`config.mk`:
```
export PLATFORM = sky130hd
export DESIGN_NAME = hoplite_rt_inj_switch_flat
export DESIGN_NICKNAME = d
export VERILOG_FILES = /design/src/rtl/hoplite_rt_inj_switch_if.sv /design/src/rtl/hoplite_rt_inj_switch.sv /design/src/flat_wrapper.sv
export SDC_FILE = /design/constraint.sdc
export NUM_CORES = 1
export LEC_CHECK = 0
export BUFFER_PORTS_ARGS = -buffer_cell sky130_fd_sc_hd__buf_2
export CELL_PAD_IN_SITES_DETAIL_PLACEMENT = 2
export CELL_PAD_IN_SITES_GLOBAL_PLACEMENT = 2
export CORE_MARGIN = 4
export CORE_UTILIZATION = 33
export CTS_BUF_LIST = sky130_fd_sc_hd__clkbuf_8 sky130_fd_sc_hd__clkbuf_16
export DETAILED_ROUTE_END_ITERATION = 8
export GPL_TIMING_DRIVEN = 0
export PLACE_DENSITY_LB_ADDON = 0.1
export SLEW_MARGIN = 25
export SYNTH_ARGS = -nofsm -noshare
export SYNTH_HDL_FRONTEND = slang
export SYNTH_SLANG_ARGS = --single-unit
```
`constraint.sdc`:
```
create_clock -name clk -period 3.4 [get_ports clk]
set_clock_uncertainty 0.15 [all_clocks]
set_input_delay 0.34 -clock clk [delete_from_list [all_inputs] [get_ports clk]]
set_output_delay 0.34 -clock clk [all_outputs]
set_load 0.005 [all_outputs]
```
`src/rtl/hoplite_rt_inj_switch_if.sv`:
```
`default_nettype none
// ============================================================================
// Module   : hoplite_rt_inj_switch_if
// Purpose  : Network and PE-injection signal bundle of the Hoplite switch.
// Revision : 1.0 - initial release
// ============================================================================
interface hoplite_rt_inj_switch_if #(
    parameter int P_W = 12
);
    logic [P_W-1:0] x_in_data;
    logic           x_in_valid;
    logic [P_W-1:0] y_in_data;
    logic           y_in_valid;
    logic [P_W-1:0] pe_in_data;
    logic           pe_in_valid;
    logic           pe_in_ready;
    logic [P_W-1:0] x_out_data;
    logic           x_out_valid;
    logic [P_W-1:0] y_out_data;
    logic           y_out_valid;
    logic           valid;

    modport master (
        output x_in_data, x_in_valid, y_in_data, y_in_valid, pe_in_data, pe_in_valid,
        input  pe_in_ready, x_out_data, x_out_valid, y_out_data, y_out_valid, valid
    );

    modport slave (
        input  x_in_data, x_in_valid, y_in_data, y_in_valid, pe_in_data, pe_in_valid,
        output pe_in_ready, x_out_data, x_out_valid, y_out_data, y_out_valid, valid
    );
endinterface
`default_nettype wire

```
`src/rtl/hoplite_rt_inj_switch.sv`:
```
`default_nettype none
// ============================================================================
// Module   : hoplite_rt_inj_switch
// Purpose  : Hoplite torus deflection switch with FIFO + token-bucket PE
//            injection. Macro HOPLITE_STATS_EN adds deflection/stall counters.
// Revision : 1.0 - initial release
// ============================================================================
module hoplite_rt_inj_switch #(
    parameter int D_W        = 8,
    parameter int X_DIM      = 4,
    parameter int Y_DIM      = 4,
    parameter int X_POS      = 0,
    parameter int Y_POS      = 0,
    parameter int FIFO_DEPTH = 4,
    parameter int TB_PERIOD  = 4,
    parameter int TB_BURST   = 2
) (
    input  wire logic               clk,
    input  wire logic               rst,
    hoplite_rt_inj_switch_if.slave  bus
`ifdef HOPLITE_STATS_EN
    ,
    output logic [15:0]             defl_count,
    output logic [15:0]             stall_count
`endif
);
    localparam int X_W  = (X_DIM > 1) ? $clog2(X_DIM) : 1;
    localparam int Y_W  = (Y_DIM > 1) ? $clog2(Y_DIM) : 1;
    localparam int P_W  = D_W + X_W + Y_W;
    localparam int AW   = $clog2(FIFO_DEPTH);
    localparam int PC_W = (TB_PERIOD > 1) ? $clog2(TB_PERIOD) : 1;
    localparam int TK_W = $clog2(TB_BURST + 1);

    localparam logic [X_W-1:0]  c_x_pos       = X_W'(X_POS);
    localparam logic [Y_W-1:0]  c_y_pos       = Y_W'(Y_POS);
    localparam logic [AW:0]     c_depth       = (AW + 1)'(FIFO_DEPTH);
    localparam logic [PC_W-1:0] c_period_last = PC_W'(TB_PERIOD - 1);
    localparam logic [TK_W-1:0] c_burst       = TK_W'(TB_BURST);

    function automatic logic hits_x(input logic [P_W-1:0] p);
        return p[D_W +: X_W] == c_x_pos;
    endfunction

    function automatic logic hits_y(input logic [P_W-1:0] p);
        return p[D_W + X_W +: Y_W] == c_y_pos;
    endfunction

    logic [P_W-1:0]  r_mem [FIFO_DEPTH];
    logic [AW-1:0]   r_wr_ptr, r_rd_ptr;
    logic [AW:0]     r_count;
    logic            r_ready;
    logic [TK_W-1:0] r_tokens;
    logic [PC_W-1:0] r_period;
    logic [P_W-1:0]  r_x_out_data, r_y_out_data;
    logic            r_x_out_valid, r_y_out_valid, r_valid;

    logic [P_W-1:0]  w_head, w_e_data, w_s_data;
    logic            w_x_wants_s, w_x_to_s, w_x_to_e, w_head_xm, w_inj;
    logic            w_e_valid, w_s_valid, w_s_exit, w_push, w_wrap;
    logic [AW:0]     w_count_next;
    logic [TK_W:0]   w_tok_sum;
    logic [TK_W-1:0] w_tok_next;

    assign w_head = r_mem[r_rd_ptr];

    always_comb begin
        w_x_wants_s = bus.x_in_valid && hits_x(bus.x_in_data);
        // y_in owns the S port; an x_in packet that wanted it is deflected E
        w_x_to_s    = w_x_wants_s && !bus.y_in_valid;
        w_x_to_e    = bus.x_in_valid && !w_x_to_s;
        w_head_xm   = hits_x(w_head);
        w_inj       = (r_count != '0) && (r_tokens != '0) &&
                      (w_head_xm ? !(bus.y_in_valid || w_x_to_s) : !w_x_to_e);

        w_e_valid = 1'b0;
        w_e_data  = '0;
        if (w_x_to_e) begin
            w_e_valid = 1'b1;
            w_e_data  = bus.x_in_data;
        end else if (w_inj && !w_head_xm) begin
            w_e_valid = 1'b1;
            w_e_data  = w_head;
        end

        w_s_valid = 1'b0;
        w_s_data  = '0;
        if (bus.y_in_valid) begin
            w_s_valid = 1'b1;
            w_s_data  = bus.y_in_data;
        end else if (w_x_to_s) begin
            w_s_valid = 1'b1;
            w_s_data  = bus.x_in_data;
        end else if (w_inj && w_head_xm) begin
            w_s_valid = 1'b1;
            w_s_data  = w_head;
        end
        w_s_exit = hits_x(w_s_data) && hits_y(w_s_data);

        w_push       = bus.pe_in_valid && r_ready;
        w_count_next = r_count + {{AW{1'b0}}, w_push} - {{AW{1'b0}}, w_inj};
        w_wrap       = (r_period == c_period_last);
        // consume and refill in one cycle cancel; the sum saturates at the burst size
        w_tok_sum    = {1'b0, r_tokens} + {{TK_W{1'b0}}, w_wrap} - {{TK_W{1'b0}}, w_inj};
        w_tok_next   = (w_tok_sum > {1'b0, c_burst}) ? c_burst : w_tok_sum[TK_W-1:0];
    end

    always_ff @(posedge clk) begin
        if (rst) begin
            r_wr_ptr      <= '0;
            r_rd_ptr      <= '0;
            r_count       <= '0;
            r_ready       <= 1'b1;
            r_tokens      <= c_burst;
            r_period      <= '0;
            r_x_out_data  <= '0;
            r_x_out_valid <= 1'b0;
            r_y_out_data  <= '0;
            r_y_out_valid <= 1'b0;
            r_valid       <= 1'b0;
        end else begin
            if (w_push) r_wr_ptr <= r_wr_ptr + AW'(1);
            if (w_inj)  r_rd_ptr <= r_rd_ptr + AW'(1);
            r_count       <= w_count_next;
            r_ready       <= (w_count_next != c_depth);
            r_tokens      <= w_tok_next;
            r_period      <= w_wrap ? '0 : r_period + PC_W'(1);
            r_x_out_data  <= w_e_data;
            r_x_out_valid <= w_e_valid;
            r_y_out_data  <= w_s_data;
            r_y_out_valid <= w_s_valid && !w_s_exit;
            r_valid       <= w_s_valid && w_s_exit;
        end
    end

    always_ff @(posedge clk) begin
        if (w_push) r_mem[r_wr_ptr] <= bus.pe_in_data;
    end

    assign bus.pe_in_ready = r_ready;
    assign bus.x_out_data  = r_x_out_data;
    assign bus.x_out_valid = r_x_out_valid;
    assign bus.y_out_data  = r_y_out_data;
    assign bus.y_out_valid = r_y_out_valid;
    assign bus.valid       = r_valid;

`ifdef HOPLITE_STATS_EN
    logic [15:0] r_defl, r_stall;
    logic        w_defl, w_stall;

    assign w_defl  = w_x_wants_s && bus.y_in_valid;
    assign w_stall = (r_count != '0) && !w_inj;

    always_ff @(posedge clk) begin
        if (rst) begin
            r_defl  <= '0;
            r_stall <= '0;
        end else begin
            if (w_defl && (r_defl != 16'hFFFF))   r_defl  <= r_defl + 16'd1;
            if (w_stall && (r_stall != 16'hFFFF)) r_stall <= r_stall + 16'd1;
        end
    end

    assign defl_count  = r_defl;
    assign stall_count = r_stall;
`endif

endmodule
`default_nettype wire

```
`src/flat_wrapper.sv`:
```
// flat-port wrapper written by rule: the top's interface ports become plain ports
module hoplite_rt_inj_switch_flat 
#(
    parameter int D_W        = 8,
    parameter int X_DIM      = 4,
    parameter int Y_DIM      = 4,
    parameter int X_POS      = 0,
    parameter int Y_POS      = 0,
    parameter int FIFO_DEPTH = 4,
    parameter int TB_PERIOD  = 4,
    parameter int TB_BURST   = 2
)
  (clk, rst, bus_x_in_data, bus_x_in_valid, bus_y_in_data, bus_y_in_valid, bus_pe_in_data, bus_pe_in_valid, bus_pe_in_ready, bus_x_out_data, bus_x_out_valid, bus_y_out_data, bus_y_out_valid, bus_valid);
  hoplite_rt_inj_switch_if #(.P_W((12))) bus_i ();
  input  wire logic clk;
  input  wire logic rst;
  input wire logic [$bits(bus_i.x_in_data)-1:0] bus_x_in_data;
  input wire logic [$bits(bus_i.x_in_valid)-1:0] bus_x_in_valid;
  input wire logic [$bits(bus_i.y_in_data)-1:0] bus_y_in_data;
  input wire logic [$bits(bus_i.y_in_valid)-1:0] bus_y_in_valid;
  input wire logic [$bits(bus_i.pe_in_data)-1:0] bus_pe_in_data;
  input wire logic [$bits(bus_i.pe_in_valid)-1:0] bus_pe_in_valid;
  output wire logic [$bits(bus_i.pe_in_ready)-1:0] bus_pe_in_ready;
  output wire logic [$bits(bus_i.x_out_data)-1:0] bus_x_out_data;
  output wire logic [$bits(bus_i.x_out_valid)-1:0] bus_x_out_valid;
  output wire logic [$bits(bus_i.y_out_data)-1:0] bus_y_out_data;
  output wire logic [$bits(bus_i.y_out_valid)-1:0] bus_y_out_valid;
  output wire logic [$bits(bus_i.valid)-1:0] bus_valid;
  assign bus_i.x_in_data = bus_x_in_data;
  assign bus_i.x_in_valid = bus_x_in_valid;
  assign bus_i.y_in_data = bus_y_in_data;
  assign bus_i.y_in_valid = bus_y_in_valid;
  assign bus_i.pe_in_data = bus_pe_in_data;
  assign bus_i.pe_in_valid = bus_pe_in_valid;
  assign bus_pe_in_ready = bus_i.pe_in_ready;
  assign bus_x_out_data = bus_i.x_out_data;
  assign bus_x_out_valid = bus_i.x_out_valid;
  assign bus_y_out_data = bus_i.y_out_data;
  assign bus_y_out_valid = bus_i.y_out_valid;
  assign bus_valid = bus_i.valid;
  hoplite_rt_inj_switch #(.D_W(D_W), .X_DIM(X_DIM), .Y_DIM(Y_DIM), .X_POS(X_POS), .Y_POS(Y_POS), .FIFO_DEPTH(FIFO_DEPTH), .TB_PERIOD(TB_PERIOD), .TB_BURST(TB_BURST)) u_core (.clk(clk), .rst(rst), .bus(bus_i));
endmodule
```
==> results of run 1 <==
## worst register-to-register path: stages (launching register included)
cell     delay [ns]
dfxtp_2        0.37
mux4_2         0.60
o211a_4        0.36
a21o_1         0.21
ha_1           0.29
inv_1          0.04
ha_1           0.20
fa_1           0.38
xnor2_1        0.13
or3_1          0.33
nor2_1         0.10
## cells in the final DEF (no fill, tap or decap), drive strengths merged, types with 5 or more instances in the layout
cell and n:
nand3 9, nand2 18, a22oi 11, clkbuf 20, a21oi 6, ha 9
nand3b 8, buf 69, and3 6, inv 17, a31oi 8, nor2 21
mux4 12, nor3 5, dfxtp 41, edfxtp 48
## cell families (layout without fill, tap and decap cells)
group	Yosys count	after routing	share of synthesized area
buffers and inverters	27	108	0.0296
xor gates and xnor gates	4	4	0.0100
AOI/OAI and AO/OA	38	38	0.0768
muxes	15	15	0.0864
adders and majority gates	11	11	0.0436
DFF	89	89	0.646
and+or+nand+nor	76	76	0.108
## report_power, final
group / internal (mW) / leakage (nW) / switching (mW) / total (mW)
Sequential: 1.30 / 0.778 / 0.0697 / 1.37
Clock: 0.346 / 0.0971 / 0.400 / 0.746
Combinational: 0.371 / 0.775 / 0.465 / 0.836
Total: 2.01 / 1.65 / 0.935 / 2.95
## metal layers
metal,vias to the layer above,GRT usage,part of all wire
li1,1109,-,-
met1,1161,0.200,0.47
met2,57,0.245,0.46
met4,0,0.0624,0.020
met3,16,0.0366,0.049
met5,-,0,0
## metrics by stage
stage          setup WS, ns   util  total power [mW]  setup TNS, ns
2_1_floorplan         0.265      -              1.92              0
3_3_place_gp         -0.170  0.388              2.18         -0.446
3_5_place_dp         -0.189  0.388              2.20         -0.550
4_1_cts            0.000833  0.407              2.96              0
5_1_grt              0.0413  0.409              3.14              0
6_report              0.179  0.409              2.95              0
## cells in the mapped netlist, types with 2 or more instances
cell,number
fa_1,2
nand3_1,9
and3_1,6
o31ai_1,2
a21oi_1,5
edfxtp_1,48
a31oi_1,8
dfxtp_1,41
a22oi_1,11
nand3b_1,8
nand2_1,18
nor3_1,5
clkbuf_1,12
nor3b_1,2
ha_1,9
inv_1,13
xnor2_1,4
nor2b_1,4
mux4_2,12
o21ai_0,3
o211a_1,2
buf_2,2
nor2_1,21
## state kept, by name, summed over array words and instances, names as in the netlist, 2 cells and up, named ones only
signal                 cells
u_core.r_count             3
u_core.bus.y_out_data     12
u_core.bus.x_out_data     12
u_core.r_rd_ptr            2
u_core.r_mem              48
u_core.r_period            2
u_core.r_wr_ptr            2
u_core.r_tokens            2
## cell type report
cell class / count / area [um^2] / share of cell area
timing repair buffer: 67 / 338 / 0.0799
tap: 136 / 170 / 0.0403
clock buffer: 9 / 124 / 0.0293
inverter: 13 / 48.8 / 0.0115
buffer: 13 / 53.8 / 0.0127
multi-input combinational: 144 / 1160 / 0.274
sequential: 89 / 2260 / 0.536
clock inverter: 6 / 72.6 / 0.0172
## worst paths after layout
| check | start | to | slack (ns) | cells past startpoint |
|---|---|---|---|---|
| max | flip-flop | u_core.r_tokens[0] | 0.18 | 10 |
| min | bus_pe_in_data[3] | u_core.r_mem[2][3] | 0.05 | 1 |
| max reg2reg | flip-flop | u_core.r_tokens[0] | 0.18 | 10 |
| min reg2reg | u_core.r_period[0] | u_core.r_period[0] | 0.29 | 1 |
## timing repair
item	4_1_cts	5_1_grt
buffers inserted	0	1
pin swaps	0	1
endpoints found under the setup margin	4	4
gates resized for setup	3	3
cloned	0	0
==> results.md, run 1 <==
- Syn Area/Cell: roughly 13 um^2
- Routed vias/inst: between 4 and 5
- Area grow syn2layout: 20.6%
- Largest cells by area after synthesis: edfxtp_1 (41%), dfxtp_1 (23%), mux4_2 (7.7%)
- Post-DP Area: between 0.004 and 0.005 mm^2
- Net Count, Synth: 312
- Crit-path leading delay family: adder cells
- Outcome: finished clean
- Yosys reg bits: 89
- Maxcap violations: 0
- # DRC: 0
- Cells along the critical path: mux4_2 > o211a_4 > a21o_1 > ha_1 > inv_1 > ha_1 > fa_1 > xnor2_1 > or3_1 > nor2_1
- DRT iter0 DRCs: 74
- Final Net Count: ~390
- CP startpoint kind: flip-flop
- CP peak stage delay: around 0.60 ns
- GRT Overall Usage: 0.153
- Starting Density: 0.339
- Critical path endpoint category: flip-flop
- Detailed-route via count: about 2300
- Number of buffers created by CTS: 9
- Synth Warn #: 0
- # diodes: 0
- RSZ-0062 raised after global routing: false
- Slew Limit Fails: 0
- Critical path required time: 3.55 ns
- Share of cells above drive strength 1: 0.302
- Io pins: around 70
- Number of cell rows: 37
- # fillers: about 1100
- First-pass DRT Iterations: 4
- Slew @ Worst Pin: roughly 0.68 ns
- CTS root buffer: clkbuf_8
- Clock tree sinks: 89
- Critical Path AT: about 3.4 ns
- Leak: between 1.5 and 2 nW
- Crit path buf inv count: 1
- Fin crit share: 0.947
- WHS: around 0.047 ns
- Placed cell count: roughly 460
- Chip height: roughly 110 um
- Final wirelength: just over 9000 um
- Worst Hold Class: primary input to flip-flop
- Crit-path max FO: 13
- Final hold violations: 0
- Initial antenna violation count: 0
- Largest net degree at the start of global routing: 17
- Core footprint: between 0.01 and 0.015 mm^2
- First-pass GRT wire length: between 10000 and 15000 um
- Synth top area share: 0.411
- I/O Buffers: 66
- Post-route ant nets: 0
- Slew headroom: 0.546
- Yosys top cell by area: edfxtp_1
- Drt wl/cell: between 15 and 20 um
- Synth Flop Type: edfxtp_1
- Synth async-reset ratio: 0
- Fin cells: between 400 and 500
- Finished Cell Area: around 0.0042 mm^2
- DPL Wire Length: around 6600 um
- Register area share after synthesis: 0.646
- GP Congestion: ~0.76
- Max Root-Sink Buffers: 2
- Crit path kind: flip-flop to flip-flop
- Mapped cell area: 0.00350 mm^2
- Total grt overflow: 0
- H-tree levels: 3
- Final setup vio count: 0
- Cell area power density: roughly 700 mW/mm^2
- Hold buffers post-CTS: 0
- CTS tree: built
- IR drop worst, VDD: 0.277 mV
- Synth Instances: 260
- Min Clock Period, post-route: ~3.2 ns
- Max Clock Freq: between 300 and 400 MHz
- Die width: approximately 110 um
- Clock latency on the worst-skew pair: ~0.36 ns
- Cell mode on critical path: ha_1
- Vias in the first global route: roughly 2600
- Crit-path slowest cell: mux4_2
- Die area: about 0.012 mm^2
- Yosys cell types: 36
- Clock transition at path regs: about 0.090 ns
- Number of synthesized flops with an enable pin: between 40 and 50
Power figures use the tool's default switching activity.
==> run 2, diff against run 1 <==
--- a/config.mk
+++ b/config.mk
@@ -9,7 +9,7 @@
 export CELL_PAD_IN_SITES_DETAIL_PLACEMENT = 2
 export CELL_PAD_IN_SITES_GLOBAL_PLACEMENT = 2
 export CORE_MARGIN = 4
-export CORE_UTILIZATION = 33
+export CORE_UTILIZATION = 29
 export CTS_BUF_LIST = sky130_fd_sc_hd__clkbuf_8 sky130_fd_sc_hd__clkbuf_16
 export DETAILED_ROUTE_END_ITERATION = 8
 export GPL_TIMING_DRIVEN = 0
==> run 2 against run 1 <==
First-iteration DRC count down 6.8%. Count of clock-buffer cells in the layout is the same. Critical path depth unchanged. Worst hold slack improved by 0.0096 ns. Sequential share of layout area is 1.3 points lower. Clock power is 24% higher. Die area increased by 13%. Via count is 1.1% lower. Combinational power rose by 1%. Global-route usage shrank 1.7 points. Critical endpoint unchanged. Highest routed layer unchanged.
==> results.md, run 2 (synthesized netlist as in run 1, its figures left out) <==
- Min Clock Period, post-route: ~3.2 ns
- GR Layer Usage met3: 0.0514
- Max Clock Freq: approximately 310 MHz
- CP startpoint kind: flip-flop
- Drt wl/cell: ~19 um
- Most common cell after layout, fill and taps aside: buf_2
- Max Root-Sink Buffers: 2
- Hold path start: bus_pe_in_data[0]
- Final Net Count: about 390
- Comb power frac: 0.270
- GP Congestion: 0.734
- Io pins: slightly below 70
- Maxcap violations: 0
- DPL Wire Length: ~6600 um
- Most frequent cells in the layout: buf_2 (67), edfxtp_1 (48), dfxtp_1 (41), nor2_1 (21), nand2_1 (18)
- Fin crit share: 0.949
- # DRC: 0
- Vias in the first global route: approximately 2700
- First-pass DRT Iterations: 4
- Crit path kind: flip-flop to flip-flop
- Largest register FFs: between 40 and 50
- Hold buffers post-CTS: 0
- Clock tree sinks: 89
- # diodes: 0
- Switching share of power: 0.304
- Starting Density: 0.302
- Pint: 2.18 mW
- WHS: around 0.057 ns
- CTS tree: built
- # fillers: between 1000 and 1500
- Finished Cell Area: 0.00433 mm^2
- Post-route ant nets: 0
- Final setup vio count: 0
- Initial antenna violation count: 0
- Psw: 0.954 mW
- Slew Limit Fails: 0
- Worst Hold Class: primary input to flip-flop
- Crit-path max FO: 13
- Number of cell rows: 39
- Clock latency on the worst-skew pair: ~0.35 ns
- Clock transition at path regs: roughly 0.07 ns
- Outcome: finished clean
- Slew @ Worst Pin: 0.678 ns
- Area grow syn2layout: 23.7%
- Largest Register: u_core.r_mem
- Core footprint: between 0.01 and 0.015 mm^2
- Fin util: 0.373
- Largest net degree at the start of global routing: 17
- Detailed-route via count: approximately 2300
- GR Util met2: 0.222
- Seq pwr share: 0.435
- DRT iter0 DRCs: just under 70
- Routed vias/inst: ~4.8
- Grt met1 use: 0.169
- Die width: ~120 um
- I/O Buffers: 66
- Critical Path AT: between 3 and 4 ns
- Critical path required time: 3.54 ns
- H-tree levels: 3
- Share of cells above drive strength 1: 0.299
- Cell area power density: between 700 and 800 mW/mm^2
- Final hold violations: 0
- GRT Overall Usage: 0.137
- CTS root buffer: clkbuf_16
- Leak: between 1.5 and 2 nW
- Chip height: 118 um
- Slew headroom: 0.548
- Number of buffers created by CTS: 9
- Post-DP Area: 0.00401 mm^2
- Die area: ~0.014 mm^2
- Total grt overflow: 0
- Busiest grt layer: met2
- Final wirelength: roughly 9000 um
- IR drop worst, VDD: around 0.3 mV
- First-pass GRT wire length: 14600 um
- Critical path endpoint category: flip-flop
- Clock power frac: 0.295
==> run 2: cell count changes in the layout (fill, tap and decap cells not counted), moves of 2 or more <==
cell	before	now
clkbuf_16	0	9
clkinv_1	0	2
clkbuf_8	9	0
clkinv_4	0	2
==> run 2: power by group through the flow <==
stage	clock network (mW)	registers, mW	logic (mW)
2_1_floorplan	0	1.37	0.546
3_3_place_gp	0	1.38	0.804
3_5_place_dp	0	1.39	0.823
4_1_cts	0.958	1.37	0.833
5_1_grt	1.01	1.38	0.964
6_report	0.925	1.36	0.848
==> run 2: path summary, 6_finish.rpt <==
kind,slack (ns),end,cells past startpoint
worst max-delay path,0.17,u_core.r_tokens[0],10
worst min register to register,0.29,u_core.r_period[0],1
worst min-delay path,0.06,u_core.r_mem[2][0],1
worst max register to register,0.17,u_core.r_tokens[0],10
==> run 2: layout make-up <==
cell class | count | area (um^2) | area share
Timing Repair Buffer | 69 | 353 | 0.0814
Clock inverter | 7 | 51.3 | 0.0118
Multi-Input combinational cell | 144 | 1160 | 0.267
Clock buffer | 9 | 225 | 0.0520
Buffer | 13 | 57.6 | 0.0133
Sequential cell | 89 | 2260 | 0.522
Tap cell | 143 | 179 | 0.0413
Inverter | 13 | 48.8 | 0.0113
==> run 2: per-layer routing <==
metal | routed length, um | part of all wire
met1 | 4100 | 0.45
met2 | 4330 | 0.48
met3 | 475 | 0.053
met4 | 112 | 0.012
met5 | 0 | 0
==> run 2: what timing repair did <==
| item | in CTS | in global routing |
|---|---|---|
| pin swaps | 0 | 2 |
| setup buffers | 0 | 3 |
| endpoints found under the setup margin | 4 | 4 |
| resized for setup | 3 | 3 |
==> run 2: critical path: stages (launching register included) <==
cell	delay, ns
dfxtp_1	0.40
mux4_2	0.62
o211a_4	0.34
a21o_1	0.21
ha_1	0.28
inv_1	0.04
ha_1	0.20
fa_1	0.37
xnor2_1	0.13
or3_1	0.33
nor2_1	0.09
==> run 2: through the flow <==
stage,setup TNS [ns],power [mW],instances,worst slack (ns)
3_3_place_gp,-0.395,2.19,469,-0.143
4_1_cts,0,3.16,484,0.00968
3_5_place_dp,-0.534,2.21,469,-0.190
5_1_grt,-0.00415,3.35,487,-0.00415
6_report,0,3.14,487,0.173
2_1_floorplan,0,1.92,260,0.265
